File: config.mk
export PLATFORM = sky130hd
export DESIGN_NAME = booth_seq_ctrl
export DESIGN_NICKNAME = d
export VERILOG_FILES = /design/src/rtl/booth_pkg.sv /design/src/rtl/booth_wd_timer.sv /design/src/rtl/booth_seq_ctrl.sv
export SDC_FILE = /design/constraint.sdc
export NUM_CORES = 1
export LEC_CHECK = 0
export ABC_AREA = 1
export CAP_MARGIN = 5
export CORE_AREA = 3 3 61 85
export CTS_CLUSTER_DIAMETER = 50
export CTS_CLUSTER_SIZE = 8
export DETAILED_ROUTE_END_ITERATION = 8
export DIE_AREA = 0 0 64 88
export HOLD_SLACK_MARGIN = 0.08
export PLACE_DENSITY = 0.82
export SLEW_MARGIN = 20
export SYNTH_ARGS = -nofsm -noshare
export SYNTH_HDL_FRONTEND = slang
export SYNTH_SLANG_ARGS = --single-unit
File: constraint.sdc
create_clock -name clk_i -period 2.41 [get_ports clk_i]
set_clock_uncertainty 0.2 [all_clocks]
set_input_delay 0.3615 -clock clk_i [delete_from_list [all_inputs] [get_ports clk_i]]
set_output_delay 0.3615 -clock clk_i [all_outputs]
set_load 0.03 [all_outputs]
File: src/rtl/booth_pkg.sv
// Shared types and constants for the Booth multiplier sequencing stage.
// Latency: n/a (declarations only).
// Backpressure: n/a.
package booth_pkg;

    localparam int TIMEOUT_OFS = 6;

    typedef enum logic [1:0] {
        ST_IDLE  = 2'd0,
        ST_CLEAR = 2'd1,
        ST_RUN   = 2'd2,
        ST_HOLD  = 2'd3
    } state_e;

endpackage

File: src/rtl/booth_wd_timer.sv
// Watchdog up-counter: sync clear, enable, terminal count at TIMEOUT-1.
// Latency: count updates one cycle after clr/en; tc decodes the current count.
// Backpressure: none; counts whenever enabled.
module booth_wd_timer #(
    parameter int TIMEOUT = 14
) (
    input  logic                         clk_i,
    input  logic                         rst_i,
    input  logic                         clr,
    input  logic                         en,
    output logic [$clog2(TIMEOUT):0]     count,
    output logic                         tc
);

    localparam int W = $clog2(TIMEOUT) + 1;

    always_ff @(posedge clk_i or negedge rst_i) begin
        if (!rst_i) begin
            count <= '0;
        end else if (clr) begin
            count <= '0;
        end else if (en) begin
            count <= count + W'(1);
        end
    end

    assign tc = (count == W'(TIMEOUT - 1));

endmodule

File: src/rtl/booth_seq_ctrl.sv
// Sequencer in front of the multi-cycle Booth multiplier: latch operands, strobe restart, collect product.
// Latency: accept -> CLEAR -> RUN; result valid the cycle after a qualified done, or TIMEOUT+2 after accept on timeout.
// Backpressure: one op in flight; in_ready_o low from accept until the result handshake completes.
module booth_seq_ctrl
    import booth_pkg::*;
#(
    parameter int N       = 8,
    parameter int TIMEOUT = N + TIMEOUT_OFS
) (
    input  logic             clk_i,
    input  logic             rst_i,
    input  logic             in_valid_i,
    output logic             in_ready_o,
    input  logic [N:0]       a_i,
    input  logic [N:0]       b_i,
    output logic [N:0]       mul_a_o,
    output logic [N:0]       mul_b_o,
    output logic             mul_clr_o,
    input  logic             mul_done_i,
    input  logic [2*N+1:0]   mul_y_i,
    output logic             out_valid_o,
    input  logic             out_ready_i,
    output logic [2*N+1:0]   out_y_o,
    output logic             err_o
);

    localparam int TW = $clog2(TIMEOUT) + 1;

    state_e          state;
    state_e          state_nxt;
    logic [TW-1:0]   tmr_count;
    logic            tmr_tc;
    logic            accept;
    logic            done_q;
    logic            res_hs;
    logic            run_exit;

    assign accept   = in_valid_i & in_ready_o;
    // The first RUN cycle ignores done: it may still be the previous op's flag.
    assign done_q   = mul_done_i & (tmr_count != '0);
    assign res_hs   = out_valid_o & out_ready_i;
    assign run_exit = (state == ST_RUN) & (done_q | tmr_tc);

    booth_wd_timer #(
        .TIMEOUT (TIMEOUT)
    ) u_wd_timer (
        .clk_i (clk_i),
        .rst_i (rst_i),
        .clr   (state == ST_CLEAR),
        .en    (state == ST_RUN),
        .count (tmr_count),
        .tc    (tmr_tc)
    );

    always_comb begin
        state_nxt = state;
        case (state)
            ST_IDLE:  if (accept)   state_nxt = ST_CLEAR;
            ST_CLEAR:               state_nxt = ST_RUN;
            ST_RUN:   if (run_exit) state_nxt = ST_HOLD;
            ST_HOLD:  if (res_hs)   state_nxt = ST_IDLE;
            default:                state_nxt = ST_IDLE;
        endcase
    end

    always_ff @(posedge clk_i or negedge rst_i) begin
        if (!rst_i) begin
            state       <= ST_IDLE;
            in_ready_o  <= 1'b0;
            mul_a_o     <= '0;
            mul_b_o     <= '0;
            mul_clr_o   <= 1'b0;
            out_valid_o <= 1'b0;
            out_y_o     <= '0;
            err_o       <= 1'b0;
        end else begin
            state      <= state_nxt;
            // Registered decodes of the next state keep every output flop-driven.
            in_ready_o <= (state_nxt == ST_IDLE);
            mul_clr_o  <= (state_nxt == ST_CLEAR);

            if (accept) begin
                mul_a_o <= a_i;
                mul_b_o <= b_i;
                err_o   <= 1'b0;
            end

            if (run_exit) begin
                out_valid_o <= 1'b1;
                if (done_q) begin
                    out_y_o <= mul_y_i;
                end else begin
                    out_y_o <= '0;
                    err_o   <= 1'b1;
                end
            end else if (res_hs) begin
                out_valid_o <= 1'b0;
            end
        end
    end

endmodule

; ---- Word-level counts from Yosys, hierarchy flattened
; Cells that the tools add are included.
[op_classes]
bitwise = 5
addsub = 1
n_reduce_logical = 5
muxes = 12
eq_ne = 5
[op_table]
columns = operator, count
row1 = 18-bit two-way mux, 1
row2 = 5-bit two-way mux, 2
row3 = 2-bit case mux with 4 select lines, 1
row4 = 2-bit two-way mux, 3
row5 = "5-bit by 1-bit adder with 5-bit output, second input constant", 1
row6 = "5-bit by 4-bit == test with 1-bit output, second input constant", 1
row7 = 1-bit two-way mux, 5
row8 = 5-bit nonzero test, 1
row9 = 1-bit AND, 4
row10 = "2-bit by 1-bit == test with 1-bit output, second input constant", 2
row11 = "2-bit == test, second input constant", 2
row12 = 2-bit logical NOT, 2
row13 = 2-bit nonzero test, 2
row14 = 1-bit OR, 1
[totals]
reg_bits = 47

; ---- Longest topological paths before layout
; Gate-level depths: netlist of the first run.
[depth]
word_depth = 7
depth_mapped = 12
depth_no_buf = 11

; ---- Hierarchy
; Synthesis of the first run repeated with hierarchy kept, for this count alone.
[unflattened]
hier_cells = 223
area_unflattened_um2 = 1945.6
[by_module_without_submodules]
columns = module, instances, area_each_um2, seq_area_each_um2, cells_per_inst
row1 = booth_seq_ctrl, 1, 1666.6, 1051.0, 189
row2 = booth_wd_timer, 1, 279.0, 125.1, 34

; ---- Least setup slack after synthesis of the first run
; OpenSTA, ideal clock, no wires.
[synth_path]
path_kind = register to register
startpoint = register u_wd_timer.count[1]
endpoint = register state[0]
arrival_ns = 1.215
required_time_ns = 2.095
path_stages_with_launch = 13
n_path_buf = 1
path_slack_ns = 0.881
setup_ns = 0.115
synth_period_minus_slack_ns = 1.529
path_cell_list = dfrtp_1 > inv_1 > ha_1 > inv_1 > nor2_1 > nand2_1 > nand2_2 > nand2_2 > nand2_2 > buf_6 > nand2_4 > nand2_2 > inv_1
[synth_via]
elab_chain_cells = 6
[synth_lines]
columns = element, line
row1 = "start, declared", booth_wd_timer.sv:11  ; output logic [$clog2(TIMEOUT):0] count,
row2 = "start signal, assigned", booth_wd_timer.sv:23  ; count <= count + W'(1);
row3 = 5-bit nonzero test, booth_seq_ctrl.sv:40  ; assign done_q = mul_done_i & (tmr_count != '0);
row4 = 1-bit AND, booth_seq_ctrl.sv:40
row5 = 1-bit OR *, booth_seq_ctrl.sv:42  ; assign run_exit = (state == ST_RUN) & (done_q | tmr_tc);
row6 = 1-bit AND *, booth_seq_ctrl.sv:42
row7 = 2-bit two-way mux *, booth_seq_ctrl.sv:60  ; ST_RUN: if (run_exit) state_nxt = ST_HOLD;
row8 = 2-bit case mux with 4 select lines *, booth_seq_ctrl.sv:57  ; case (state)
row9 = net state_nxt[0], booth_seq_ctrl.sv:30  ; state_e state_nxt;
row10 = "end signal, assigned", booth_seq_ctrl.sv:77  ; state <= state_nxt;
row11 = "end, declared", booth_seq_ctrl.sv:29  ; state_e state;
; The timed path passes the listed nets; every way through them passes the cells marked *.
; A chain may end at the register's enable or synchronous reset.

; ---- Worst setup path in the final report of the first run
[layout_path]
startpoint = register out_valid_o
endpoint = output port out_valid_o
[layout_lines]
columns = element, line
row1 = "start, declared", booth_seq_ctrl.sv:21  ; output logic out_valid_o,
row2 = "start signal, assigned", booth_seq_ctrl.sv:73  ; out_valid_o <= 1'b0;
row3 = "start signal, assigned", booth_seq_ctrl.sv:89  ; out_valid_o <= 1'b1;
row4 = "start signal, assigned", booth_seq_ctrl.sv:97  ; out_valid_o <= 1'b0;
; No word-level cell between the ends.

==> impl_metrics.xml, run 1 <==
<?xml version="1.0" encoding="UTF-8"?>
<metrics>
  <group name="setup_path">
    <metric name="cp.buffers_inverters" unit="">1</metric>
    <metric name="cp-end-kind" unit="">output pin</metric>
    <metric name="startpoint_type" unit="">flip-flop</metric>
    <metric name="timing.critical_path.arrival" unit="ns">1.35</metric>
    <metric name="critical_path.max_stage_delay" unit="ns">0.69</metric>
    <metric name="path_delay_family" unit="">buffers and inverters</metric>
    <metric name="critical_path_required" unit="ns">1.85</metric>
    <metric name="critical_path_class" unit="">reg2out</metric>
    <metric name="crit_path_cell_trace" unit="">clkdlybuf4s50_1</metric>
    <metric name="critical_path_peak_fanout" unit="">3</metric>
    <metric name="crit_slowest_cell" unit="">clkdlybuf4s50_1</metric>
  </group>
  <group name="finish">
    <metric name="layout-drive-gt1-share" unit="%">6.65</metric>
    <metric name="nets" unit="">363</metric>
    <metric name="synthToLayoutAreaGrowth" unit="%">48.1</metric>
    <metric name="layout.cells.most_common_list" unit="">nand2_1 (103), clkdlybuf4s50_1 (79), dfrtp_1 (47)</metric>
    <metric name="num_antenna_cells" unit="">0</metric>
    <metric name="finish.instance_area" unit="um^2">3000</metric>
    <metric name="mostFrequentLayoutCell" unit="">nand2_1</metric>
  </group>
  <group name="place">
    <metric name="dp.final_hpwl" unit="um">3620</metric>
    <metric name="port_buffers" unit="">80</metric>
    <metric name="place_congestion" unit="">0.796</metric>
    <metric name="post_dp_cell_area" unit="um^2">2880</metric>
  </group>
  <group name="cts">
    <metric name="post-cts-setup-buffer-count" unit="">0</metric>
    <metric name="worst_setup_hold_path_clk_slew" unit="ns">0.09</metric>
    <metric name="cts_hold_repair.buffers" unit="">1</metric>
    <metric name="max-clock-path-buffers" unit="">2</metric>
    <metric name="cts_repair_resize_count" unit="">0</metric>
    <metric name="clock-sinks" unit="">47</metric>
    <metric name="clock_latency" unit="ns">0.29</metric>
    <metric name="clock_tree.htree_level_count" unit="">2</metric>
    <metric name="root_buffer" unit="">clkbuf_8</metric>
    <metric name="tritoncts" unit="">done</metric>
    <metric name="cts_buf_count" unit="">5</metric>
  </group>
  <group name="power_and_ir_drop">
    <metric name="fin_total_pwr" unit="W">0.00423</metric>
    <metric name="internal-power" unit="W">0.00237</metric>
    <metric name="pwr-share-comb" unit="%">54.1</metric>
    <metric name="p_switching" unit="W">0.00186</metric>
    <metric name="p_sw_share" unit="%">44.0</metric>
    <metric name="total_leakage_power" unit="nW">1.44</metric>
    <metric name="power.density_cell_area" unit="nW/um^2">1410</metric>
    <metric name="share_seq_of_total_power" unit="%">32.5</metric>
    <metric name="power_frac_clock" unit="%">13.4</metric>
    <metric name="irDropWorstVdd" unit="mV">0.977</metric>
  </group>
  <group name="sta">
    <metric name="finalHoldViolations" unit="">0</metric>
    <metric name="final-max-slew-violation-count" unit="">0</metric>
    <metric name="worst_margin_pin_slew" unit="ns">0.412</metric>
    <metric name="post-route-period-util" unit="%">79.3</metric>
    <metric name="hold_slack" unit="ns">0.248</metric>
    <metric name="setup_tns" unit="ns">0</metric>
    <metric name="finalSetupViolCount" unit="">0</metric>
    <metric name="timing.max_slew.rel_slack" unit="%">72.5</metric>
    <metric name="finalWorstPathRequiredPeriod" unit="ns">1.91</metric>
    <metric name="max_clock_freq" unit="MHz">523</metric>
    <metric name="grt_setup_unrepaired" unit="">false</metric>
  </group>
  <group name="min_path">
    <metric name="min-delay-path-class" unit="">in2async</metric>
  </group>
  <group name="detailed_routing">
    <metric name="route.antenna.remaining_nets" unit="">0</metric>
    <metric name="avgViaCountPerCell" unit="">4.59</metric>
    <metric name="remaining_design_rule_violation_count" unit="">0</metric>
    <metric name="post_drt_wl_per_cell" unit="um">12.4</metric>
    <metric name="detail_route.iter0.violations" unit="">90</metric>
    <metric name="vias" unit="">1736</metric>
    <metric name="wl" unit="um">4690</metric>
    <metric name="detailedRoute.firstPassIterationCount" unit="">4</metric>
  </group>
  <group name="global_routing">
    <metric name="largest_net_degree_at_the_start_of_global_routing" unit="">24</metric>
    <metric name="global_route.usage.total" unit="%">17.8</metric>
    <metric name="grt_first_pass_wirelength" unit="um">7890</metric>
    <metric name="grt_pass1_vias" unit="">1775</metric>
    <metric name="initial_antenna_violation_count" unit="">0</metric>
    <metric name="global_route.overflow_total" unit="">0</metric>
  </group>
  <group name="die">
    <metric name="core" unit="um^2">4540</metric>
    <metric name="dieHeight" unit="um">88</metric>
    <metric name="die_area" unit="um^2">5630</metric>
    <metric name="initial_utilization" unit="%">44.7</metric>
    <metric name="fp-row-count" unit="">29</metric>
    <metric name="boundaryPins" unit="">81</metric>
    <metric name="die-width" unit="um">64</metric>
  </group>
  <group name="yosys">
    <metric name="synth_seq_area_share" unit="%">58.0</metric>
    <metric name="ys.warnings.count" unit="">0</metric>
    <metric name="synth_cell_types" unit="">21</metric>
    <metric name="syn_avg_cell_area" unit="um^2">8.81</metric>
    <metric name="synthesis.area" unit="um^2">2030</metric>
    <metric name="synth_cells" unit="">230</metric>
    <metric name="synth.ff_latch_count" unit="">47</metric>
    <metric name="syn-num-nets" unit="">278</metric>
  </group>
  <group name="job">
    <metric name="max_cap_violations" unit="">0</metric>
  </group>
  <group name="outcome">
    <metric name="outcome" unit="">finished clean</metric>
  </group>
</metrics>
[cells in the mapped netlist]
| library cell | number | area share [%] |
|---|---|---|
| a31oi_1 | 1 | 0.31 |
| a21oi_1 | 4 | 0.99 |
| nor2_2 | 1 | 0.31 |
| buf_4 | 1 | 0.37 |
| o21ai_0 | 18 | 4.4 |
| clkinv_1 | 1 | 0.19 |
| buf_8 | 1 | 0.74 |
| nor3_1 | 4 | 0.99 |
| o21ai_1 | 3 | 0.74 |
| ha_1 | 7 | 4.3 |
| nand3_1 | 6 | 1.5 |
| nand2_4 | 1 | 0.56 |
| clkbuf_1 | 2 | 0.37 |
| nand4_1 | 1 | 0.31 |
| nand2_1 | 103 | 19 |
| buf_6 | 2 | 1.1 |
| inv_1 | 14 | 2.6 |
| buf_2 | 3 | 0.74 |
| nor2_1 | 6 | 1.1 |
| dfrtp_1 | 47 | 58 |
| nand2_2 | 4 | 1.2 |
[final cells by class]
type                       instances  area, um^2
multi-input combinational        159         727
sequential                        47        1180
clock inverter                     3        46.3
tap                               62        77.6
clock buffer                       5        68.8
fill                             369        1530
inverter                          15        56.3
timing repair buffer              87         851
[state kept, by name, summed over array words and instances, names as in the netlist]
| signal | cells |
|---|---|
| in_ready_o | 1 |
| mul_clr_o | 1 |
| mul_a_o | 9 |
| out_y_o | 18 |
| out_valid_o | 1 |
| state | 2 |
| err_o | 1 |
| mul_b_o | 9 |
| u_wd_timer.count | 5 |
[through the flow]
stage / setup slack (ns) / utilization (%) / cells
6_report: 0.499 / 66.2 / 378
5_1_grt: 0.422 / 66.2 / 378
4_1_cts: 0.488 / 66.2 / 378
3_5_place_dp: 0.578 / 63.4 / 369
3_3_place_gp: 0.632 / 63.4 / 369
2_1_floorplan: 0.881 / - / 230
[power groups by stage]
| stage | Combinational (W) | Clock, W | Sequential [W] |
|---|---|---|---|
| 3_5_place_dp | 0.00231 | 0 | 0.00139 |
| 6_report | 0.00229 | 0.000569 | 0.00138 |
| 5_1_grt | 0.00250 | 0.000614 | 0.00143 |
| 4_1_cts | 0.00232 | 0.000582 | 0.00138 |
| 2_1_floorplan | 0.000815 | 0 | 0.00198 |
| 3_3_place_gp | 0.00224 | 0 | 0.00138 |
[cell families (layout without fill, tap and decap cells)]
family                     after synthesis  in the layout  synth area share, %
adders and majority gates                7              7                 4.32
buffers and inverters                   24            110                 6.11
and+or+nand+nor                        126            126                 25.1
DFF                                     47             47                 58.0
AOI/OAI and AO/OA                       26             26                 6.48
[per-layer routing]
layer	vias up	track usage [%]	wire, um
met2	45	33.7	2670
met3	8	4.49	251
li1	880	-	-
met1	803	18.9	1690
met5	-	0	0
met4	0	6.29	74
[path summary, 6_finish.rpt]
check	startpoint	to	slack, ns	cells after the start
min	rst_i	mul_b_o[2]	0.25	2
max in group asynchronous	rst_i	out_y_o[1]	1.21	3
min reg2reg	mul_a_o[3]	mul_a_o[3]	0.29	2
max reg2reg	state[0]	out_y_o[8]	0.58	6
min in group clk_i	mul_a_o[3]	mul_a_o[3]	0.29	2
max	out_valid_o	out_valid_o	0.50	1
Note: power is estimated with default switching activity, not from simulation.
==> run 2: changes to the inputs <==
- CORE_AREA: 3 3 61 85 -> 3 3 63 88
- DIE_AREA: 0 0 64 88 -> 0 0 66 91
- PLACE_DENSITY: 0.82 -> 0.77
- clock period: 2.41 -> 1.85 ns (I/O delays scaled with it)
==> impl_metrics.xml, run 2 (synthesis results as in run 1) <==
<?xml version="1.0" encoding="UTF-8"?>
<metrics>
  <group name="die">
    <metric name="core" unit="um^2">4840</metric>
    <metric name="die-width" unit="um">66</metric>
    <metric name="boundaryPins" unit="">81</metric>
    <metric name="dieHeight" unit="um">91</metric>
    <metric name="die_area" unit="um^2">6010</metric>
    <metric name="fp-row-count" unit="">30</metric>
    <metric name="initial_utilization" unit="%">41.9</metric>
  </group>
  <group name="detailed_routing">
    <metric name="detailedRoute.firstPassIterationCount" unit="">4</metric>
    <metric name="remaining_design_rule_violation_count" unit="">0</metric>
    <metric name="detail_route.iter0.violations" unit="">58</metric>
    <metric name="route.antenna.remaining_nets" unit="">0</metric>
    <metric name="post_drt_wl_per_cell" unit="um">12.6</metric>
    <metric name="wl" unit="um">4820</metric>
    <metric name="avgViaCountPerCell" unit="">4.61</metric>
    <metric name="vias" unit="">1766</metric>
  </group>
  <group name="sta">
    <metric name="finalWorstPathRequiredPeriod" unit="ns">1.81</metric>
    <metric name="post-route-period-util" unit="%">97.7</metric>
    <metric name="setup_tns" unit="ns">0</metric>
    <metric name="timing.max_slew.rel_slack" unit="%">69.1</metric>
    <metric name="setup_slack" unit="ns">0.0426</metric>
    <metric name="finalHoldViolations" unit="">0</metric>
    <metric name="finalSetupViolCount" unit="">0</metric>
    <metric name="final-max-slew-violation-count" unit="">0</metric>
    <metric name="grt_setup_unrepaired" unit="">false</metric>
    <metric name="worst_margin_pin_slew" unit="ns">0.463</metric>
    <metric name="max_clock_freq" unit="MHz">553</metric>
  </group>
  <group name="power_and_ir_drop">
    <metric name="power.density_cell_area" unit="nW/um^2">1780</metric>
    <metric name="total_leakage_power" unit="nW">1.76</metric>
    <metric name="irDropWorstVdd" unit="mV">0.968</metric>
  </group>
  <group name="finish">
    <metric name="nets" unit="">366</metric>
    <metric name="num_antenna_cells" unit="">0</metric>
    <metric name="layout.cells.most_common_list" unit="">nand2_1 (103), clkdlybuf4s50_1 (52), dfrtp_1 (47)</metric>
    <metric name="top_register" unit="">out_y_o</metric>
    <metric name="largestRegisters" unit="">out_y_o: 18 flops, mul_a_o: 9 flops, mul_b_o: 9 flops</metric>
    <metric name="largest_reg_flops" unit="">18</metric>
    <metric name="mostFrequentLayoutCell" unit="">nand2_1</metric>
    <metric name="layout-drive-gt1-share" unit="%">7.52</metric>
    <metric name="synthToLayoutAreaGrowth" unit="%">53.2</metric>
  </group>
  <group name="global_routing">
    <metric name="groute.layer.met3.usage" unit="%">3.47</metric>
    <metric name="global_route.usage.total" unit="%">16.7</metric>
    <metric name="grt_first_pass_wirelength" unit="um">7830</metric>
    <metric name="global_route.overflow_total" unit="">0</metric>
    <metric name="use_met2" unit="%">29.1</metric>
    <metric name="grt_pass1_vias" unit="">1726</metric>
    <metric name="largest_net_degree_at_the_start_of_global_routing" unit="">29</metric>
    <metric name="globalRoute.busiestLayer" unit="">met2</metric>
    <metric name="grtUsageMet1" unit="%">19.2</metric>
    <metric name="initial_antenna_violation_count" unit="">0</metric>
  </group>
  <group name="place">
    <metric name="port_buffers" unit="">80</metric>
    <metric name="place_congestion" unit="">0.750</metric>
    <metric name="dp_worst_setup_slack" unit="ns">0.181</metric>
    <metric name="dp.final_hpwl" unit="um">3680</metric>
  </group>
  <group name="setup_path">
    <metric name="cp.buffers_inverters" unit="">1</metric>
    <metric name="regToRegStartpoint" unit="">u_wd_timer.count[0]</metric>
    <metric name="timing.critical_path.arrival" unit="ns">1.33</metric>
    <metric name="worst_r2r_dst" unit="">out_y_o[12]</metric>
    <metric name="critical_path_class" unit="">reg2out</metric>
    <metric name="critical_path_required" unit="ns">1.37</metric>
    <metric name="r2r_slack" unit="ns">0.19</metric>
    <metric name="crit_path_cell_trace" unit="">clkdlybuf4s50_1</metric>
    <metric name="crit_slowest_cell" unit="">clkdlybuf4s50_1</metric>
    <metric name="critical_path_peak_fanout" unit="">2</metric>
    <metric name="cp-end-kind" unit="">output pin</metric>
    <metric name="critical_path.max_stage_delay" unit="ns">0.67</metric>
    <metric name="startpoint_type" unit="">flip-flop</metric>
    <metric name="reg2reg_depth" unit="">11</metric>
    <metric name="path_delay_family" unit="">buffers and inverters</metric>
  </group>
  <group name="cts">
    <metric name="clock-sinks" unit="">47</metric>
    <metric name="cts_buf_count" unit="">5</metric>
    <metric name="root_buffer" unit="">clkbuf_8</metric>
    <metric name="max-clock-path-buffers" unit="">2</metric>
    <metric name="tritoncts" unit="">done</metric>
    <metric name="worst_setup_hold_path_clk_slew" unit="ns">0.09</metric>
    <metric name="clock_latency" unit="ns">0.30</metric>
    <metric name="clock_tree.htree_level_count" unit="">2</metric>
  </group>
  <group name="min_path">
    <metric name="min-delay-path-class" unit="">in2async</metric>
  </group>
  <group name="job">
    <metric name="max_cap_violations" unit="">0</metric>
  </group>
  <group name="outcome">
    <metric name="outcome" unit="">finished clean</metric>
  </group>
</metrics>
==> run 2: cell types whose count changed in the layout (fill, tap and decap cells not counted) <==
| cell | change |
|---|---|
| dlygate4sd2_1 | +4 |
| clkdlybuf4s50_1 | -27 |
| buf_4 | +1 |
| buf_12 | +2 |
| dlymetal6s2s_1 | +23 |
==> run 2: through the flow <==
step	std cells	total power, W	util, %	instance area (um^2)	hold slack [ns]
2_1_floorplan	230	0.00364	-	2030	-0.218
3_3_place_gp	373	0.00481	60.3	2920	0.0564
3_5_place_dp	373	0.00487	60.3	2920	0.0544
4_1_cts	382	0.00562	62.8	3040	0.260
5_1_grt	383	0.00594	64.1	3110	0.297
6_report	383	0.00553	64.1	3110	0.252
==> run 2: routing by layer <==
metal	vias to the layer above	wire, um	share of wire [%]
li1	885	-	-
met4	0	109	2.3
met3	9	262	5.4
met5	-	0	0
met1	821	1840	38
met2	51	2610	54
==> run 2: worst max path at each step <==
stage,slack (ns),depth (start not counted),end,from
2_1_floorplan,0.32,12,state[0],u_wd_timer.count[1]
3_3_place_gp,0.22,11,out_y_o[2],u_wd_timer.count[1]
3_5_place_dp,0.18,11,out_y_o[12],u_wd_timer.count[0]
4_1_cts,0.001,1,out_y_o[14],out_y_o[14]
5_1_grt,0.0002,1,mul_a_o[8],mul_a_o[8]
6_report,0.04,1,mul_a_o[8],mul_a_o[8]
==> run 2: timing repair <==
item / 4_1_cts / 5_1_grt
hold buffers: 1 / 0
setup endpoints to repair: 4 / 25
resized for setup: 4 / 23
setup buffers: 0 / 1
endpoints found under the hold margin: 19 / 0
==> run 2: power by group <==
part / switching [W] / leakage (nW) / total (W) / internal [W]
Combinational: 0.00181 / 1.12 / 0.00299 / 0.00118
Clock: 0.000352 / 0.0548 / 0.000759 / 0.000407
Sequential: 0.000270 / 0.587 / 0.00177 / 0.00150
==> run 2: area by class of cell <==
type / instances / area, um^2
clock buffer: 5 / 68.8
clock inverter: 3 / 46.3
fill: 394 / 1740
inverter: 15 / 56.3
multi-input combinational: 159 / 727
sequential: 47 / 1180
tap: 64 / 80.1
timing repair buffer: 90 / 951
==> run 3: changes to the inputs <==
- SETUP_SLACK_MARGIN: not set -> 0.3
==> impl_metrics.xml, run 3 (synthesis results as in run 1) <==
<?xml version="1.0" encoding="UTF-8"?>
<metrics>
  <group name="sta">
    <metric name="setup_tns" unit="ns">0</metric>
    <metric name="finalHoldViolations" unit="">0</metric>
    <metric name="worst_margin_pin_slew" unit="ns">0.462</metric>
    <metric name="final-max-slew-violation-count" unit="">0</metric>
    <metric name="finalWorstPathRequiredPeriod" unit="ns">1.59</metric>
    <metric name="timing.max_slew.rel_slack" unit="%">69.2</metric>
    <metric name="max_clock_freq" unit="MHz">628</metric>
    <metric name="finalSetupViolCount" unit="">0</metric>
    <metric name="post-route-period-util" unit="%">86.1</metric>
    <metric name="grt_setup_unrepaired" unit="">true</metric>
  </group>
  <group name="detailed_routing">
    <metric name="vias" unit="">1811</metric>
    <metric name="detail_route.iter0.violations" unit="">54</metric>
    <metric name="route.antenna.remaining_nets" unit="">0</metric>
    <metric name="remaining_design_rule_violation_count" unit="">0</metric>
    <metric name="detailedRoute.firstPassIterationCount" unit="">4</metric>
    <metric name="avgViaCountPerCell" unit="">4.64</metric>
    <metric name="post_drt_wl_per_cell" unit="um">12.8</metric>
    <metric name="wl" unit="um">5010</metric>
  </group>
  <group name="place">
    <metric name="place_congestion" unit="">0.750</metric>
    <metric name="dpl.cell_count" unit="">373</metric>
    <metric name="dp.final_hpwl" unit="um">3680</metric>
    <metric name="port_buffers" unit="">80</metric>
  </group>
  <group name="die">
    <metric name="die_area" unit="um^2">6010</metric>
    <metric name="die-width" unit="um">66</metric>
    <metric name="initial_utilization" unit="%">41.9</metric>
    <metric name="fp-row-count" unit="">30</metric>
    <metric name="boundaryPins" unit="">81</metric>
    <metric name="core" unit="um^2">4840</metric>
    <metric name="dieHeight" unit="um">91</metric>
  </group>
  <group name="cts">
    <metric name="worst_setup_hold_path_clk_slew" unit="ns">0.09</metric>
    <metric name="clock_tree.htree_level_count" unit="">2</metric>
    <metric name="clock_latency" unit="ns">0.30</metric>
    <metric name="max-clock-path-buffers" unit="">2</metric>
    <metric name="root_buffer" unit="">clkbuf_8</metric>
    <metric name="tritoncts" unit="">done</metric>
    <metric name="cts_buf_count" unit="">5</metric>
    <metric name="clock-sinks" unit="">47</metric>
  </group>
  <group name="global_routing">
    <metric name="global_route.usage.total" unit="%">17.3</metric>
    <metric name="initial_antenna_violation_count" unit="">0</metric>
    <metric name="grt_first_pass_wirelength" unit="um">8100</metric>
    <metric name="largest_net_degree_at_the_start_of_global_routing" unit="">29</metric>
    <metric name="global_route.overflow_total" unit="">0</metric>
    <metric name="grt_pass1_vias" unit="">1771</metric>
  </group>
  <group name="power_and_ir_drop">
    <metric name="power.density_cell_area" unit="nW/um^2">1830</metric>
    <metric name="total_leakage_power" unit="nW">1.55</metric>
    <metric name="fin_total_pwr" unit="W">0.00560</metric>
    <metric name="irDropWorstVdd" unit="mV">0.949</metric>
  </group>
  <group name="finish">
    <metric name="final_cells" unit="">390</metric>
    <metric name="synthToLayoutAreaGrowth" unit="%">50.8</metric>
    <metric name="finish.utilization" unit="%">63.1</metric>
    <metric name="top_register" unit="">out_y_o</metric>
    <metric name="largest_reg_flops" unit="">18</metric>
    <metric name="num_antenna_cells" unit="">0</metric>
    <metric name="layout.cells.most_common_list" unit="">nand2_1 (103), dfrtp_1 (47), clkdlybuf4s50_1 (39)</metric>
    <metric name="layout-drive-gt1-share" unit="%">19.6</metric>
    <metric name="largestRegisters" unit="">out_y_o: 18 flops, mul_a_o: 9 flops, mul_b_o: 9 flops</metric>
    <metric name="nets" unit="">373</metric>
    <metric name="mostFrequentLayoutCell" unit="">nand2_1</metric>
  </group>
  <group name="setup_path">
    <metric name="critical_path_required" unit="ns">1.85</metric>
    <metric name="critical_path_peak_fanout" unit="">3</metric>
    <metric name="cp-end-kind" unit="">flip-flop</metric>
    <metric name="critical_path_class" unit="">reg2reg</metric>
    <metric name="r2r_slack" unit="ns">0.26</metric>
    <metric name="reg2reg_depth" unit="">9</metric>
    <metric name="timing.critical_path.arrival" unit="ns">1.59</metric>
    <metric name="startpoint_type" unit="">flip-flop</metric>
  </group>
  <group name="outcome">
    <metric name="outcome" unit="">finished clean</metric>
  </group>
  <group name="job">
    <metric name="max_cap_violations" unit="">0</metric>
  </group>
  <group name="min_path">
    <metric name="min-delay-path-class" unit="">in2async</metric>
  </group>
</metrics>
-- run 3: cell count changes in the layout (fill, tap and decap cells not counted), sizes merged --
cell	change
buf	+7
clkdlybuf4s50	-13
clkdlybuf4s15	+16
dlygate4sd2	-4
clkbuf	+24
dlymetal6s2s	-23
-- run 3: path summary, 6_finish.rpt --
kind | from | endpoint
max | u_wd_timer.count[0] | state[0]
min | rst_i | out_y_o[0]
max reg2reg | u_wd_timer.count[0] | state[0]
min reg2reg | mul_b_o[1] | mul_b_o[1]
max in group asynchronous | rst_i | u_wd_timer.count[4]
min in group clk_i | mul_b_o[1] | mul_b_o[1]
-- run 3: metal layers --
metal | wire (um) | global-route usage [%]
met1 | 1920 | 19.8
met2 | 2770 | 30.8
met3 | 215 | 3.47
met4 | 103 | 6.61
met5 | 0 | 0
-- run 3: per-stage QoR --
stage / hold WS (ns) / instance area [um^2] / worst slack, ns
3_5_place_dp: 0.0544 / 2920 / 0.181
6_report: 0.251 / 3060 / 0.258
3_3_place_gp: 0.0564 / 2920 / 0.223
2_1_floorplan: -0.218 / 2030 / 0.321
4_1_cts: 0.260 / 3120 / 0.231
5_1_grt: 0.302 / 3060 / 0.136
-- run 3: layout make-up --
| cell class | instances | area [um^2] |
|---|---|---|
| clock buffers | 5 | 68.8 |
| clock inverters | 3 | 46.3 |
| fillers | 397 | 1790 |
| inverters | 15 | 56.3 |
| multi-input cells | 159 | 773 |
| flip-flops and latches | 47 | 1180 |
| well taps | 64 | 80.1 |
| repair buffers | 97 | 856 |
-- run 3: worst max-delay path, stage by stage (launching register included) --
cell     delay, ns
dfrtp_1       0.39
buf_4         0.15
ha_1          0.19
nand4_1       0.10
nand2_2       0.08
nand2_4       0.11
buf_6         0.11
nand2_4       0.05
nand2_4       0.07
inv_1         0.04
-- run 3: where the power goes --
| group | internal [W] | switching [W] | total, W |
|---|---|---|---|
| clock network | 0.000407 | 0.000355 | 0.000762 |
| logic | 0.00112 | 0.00194 | 0.00306 |
| registers | 0.00150 | 0.000270 | 0.00177 |
| total | 0.00304 | 0.00256 | 0.00560 |
-- run 3: repair_timing --
| action | 4_1_cts | 5_1_grt |
|---|---|---|
| pin swaps | 2 | 4 |
| gates cloned | 1 | 0 |
| resized for setup | 70 | 51 |
| endpoints found under the hold margin | 19 | 0 |
| setup buffers | 5 | 2 |
| hold buffers | 1 | 0 |
| endpoints found under the setup margin | 65 | 64 |
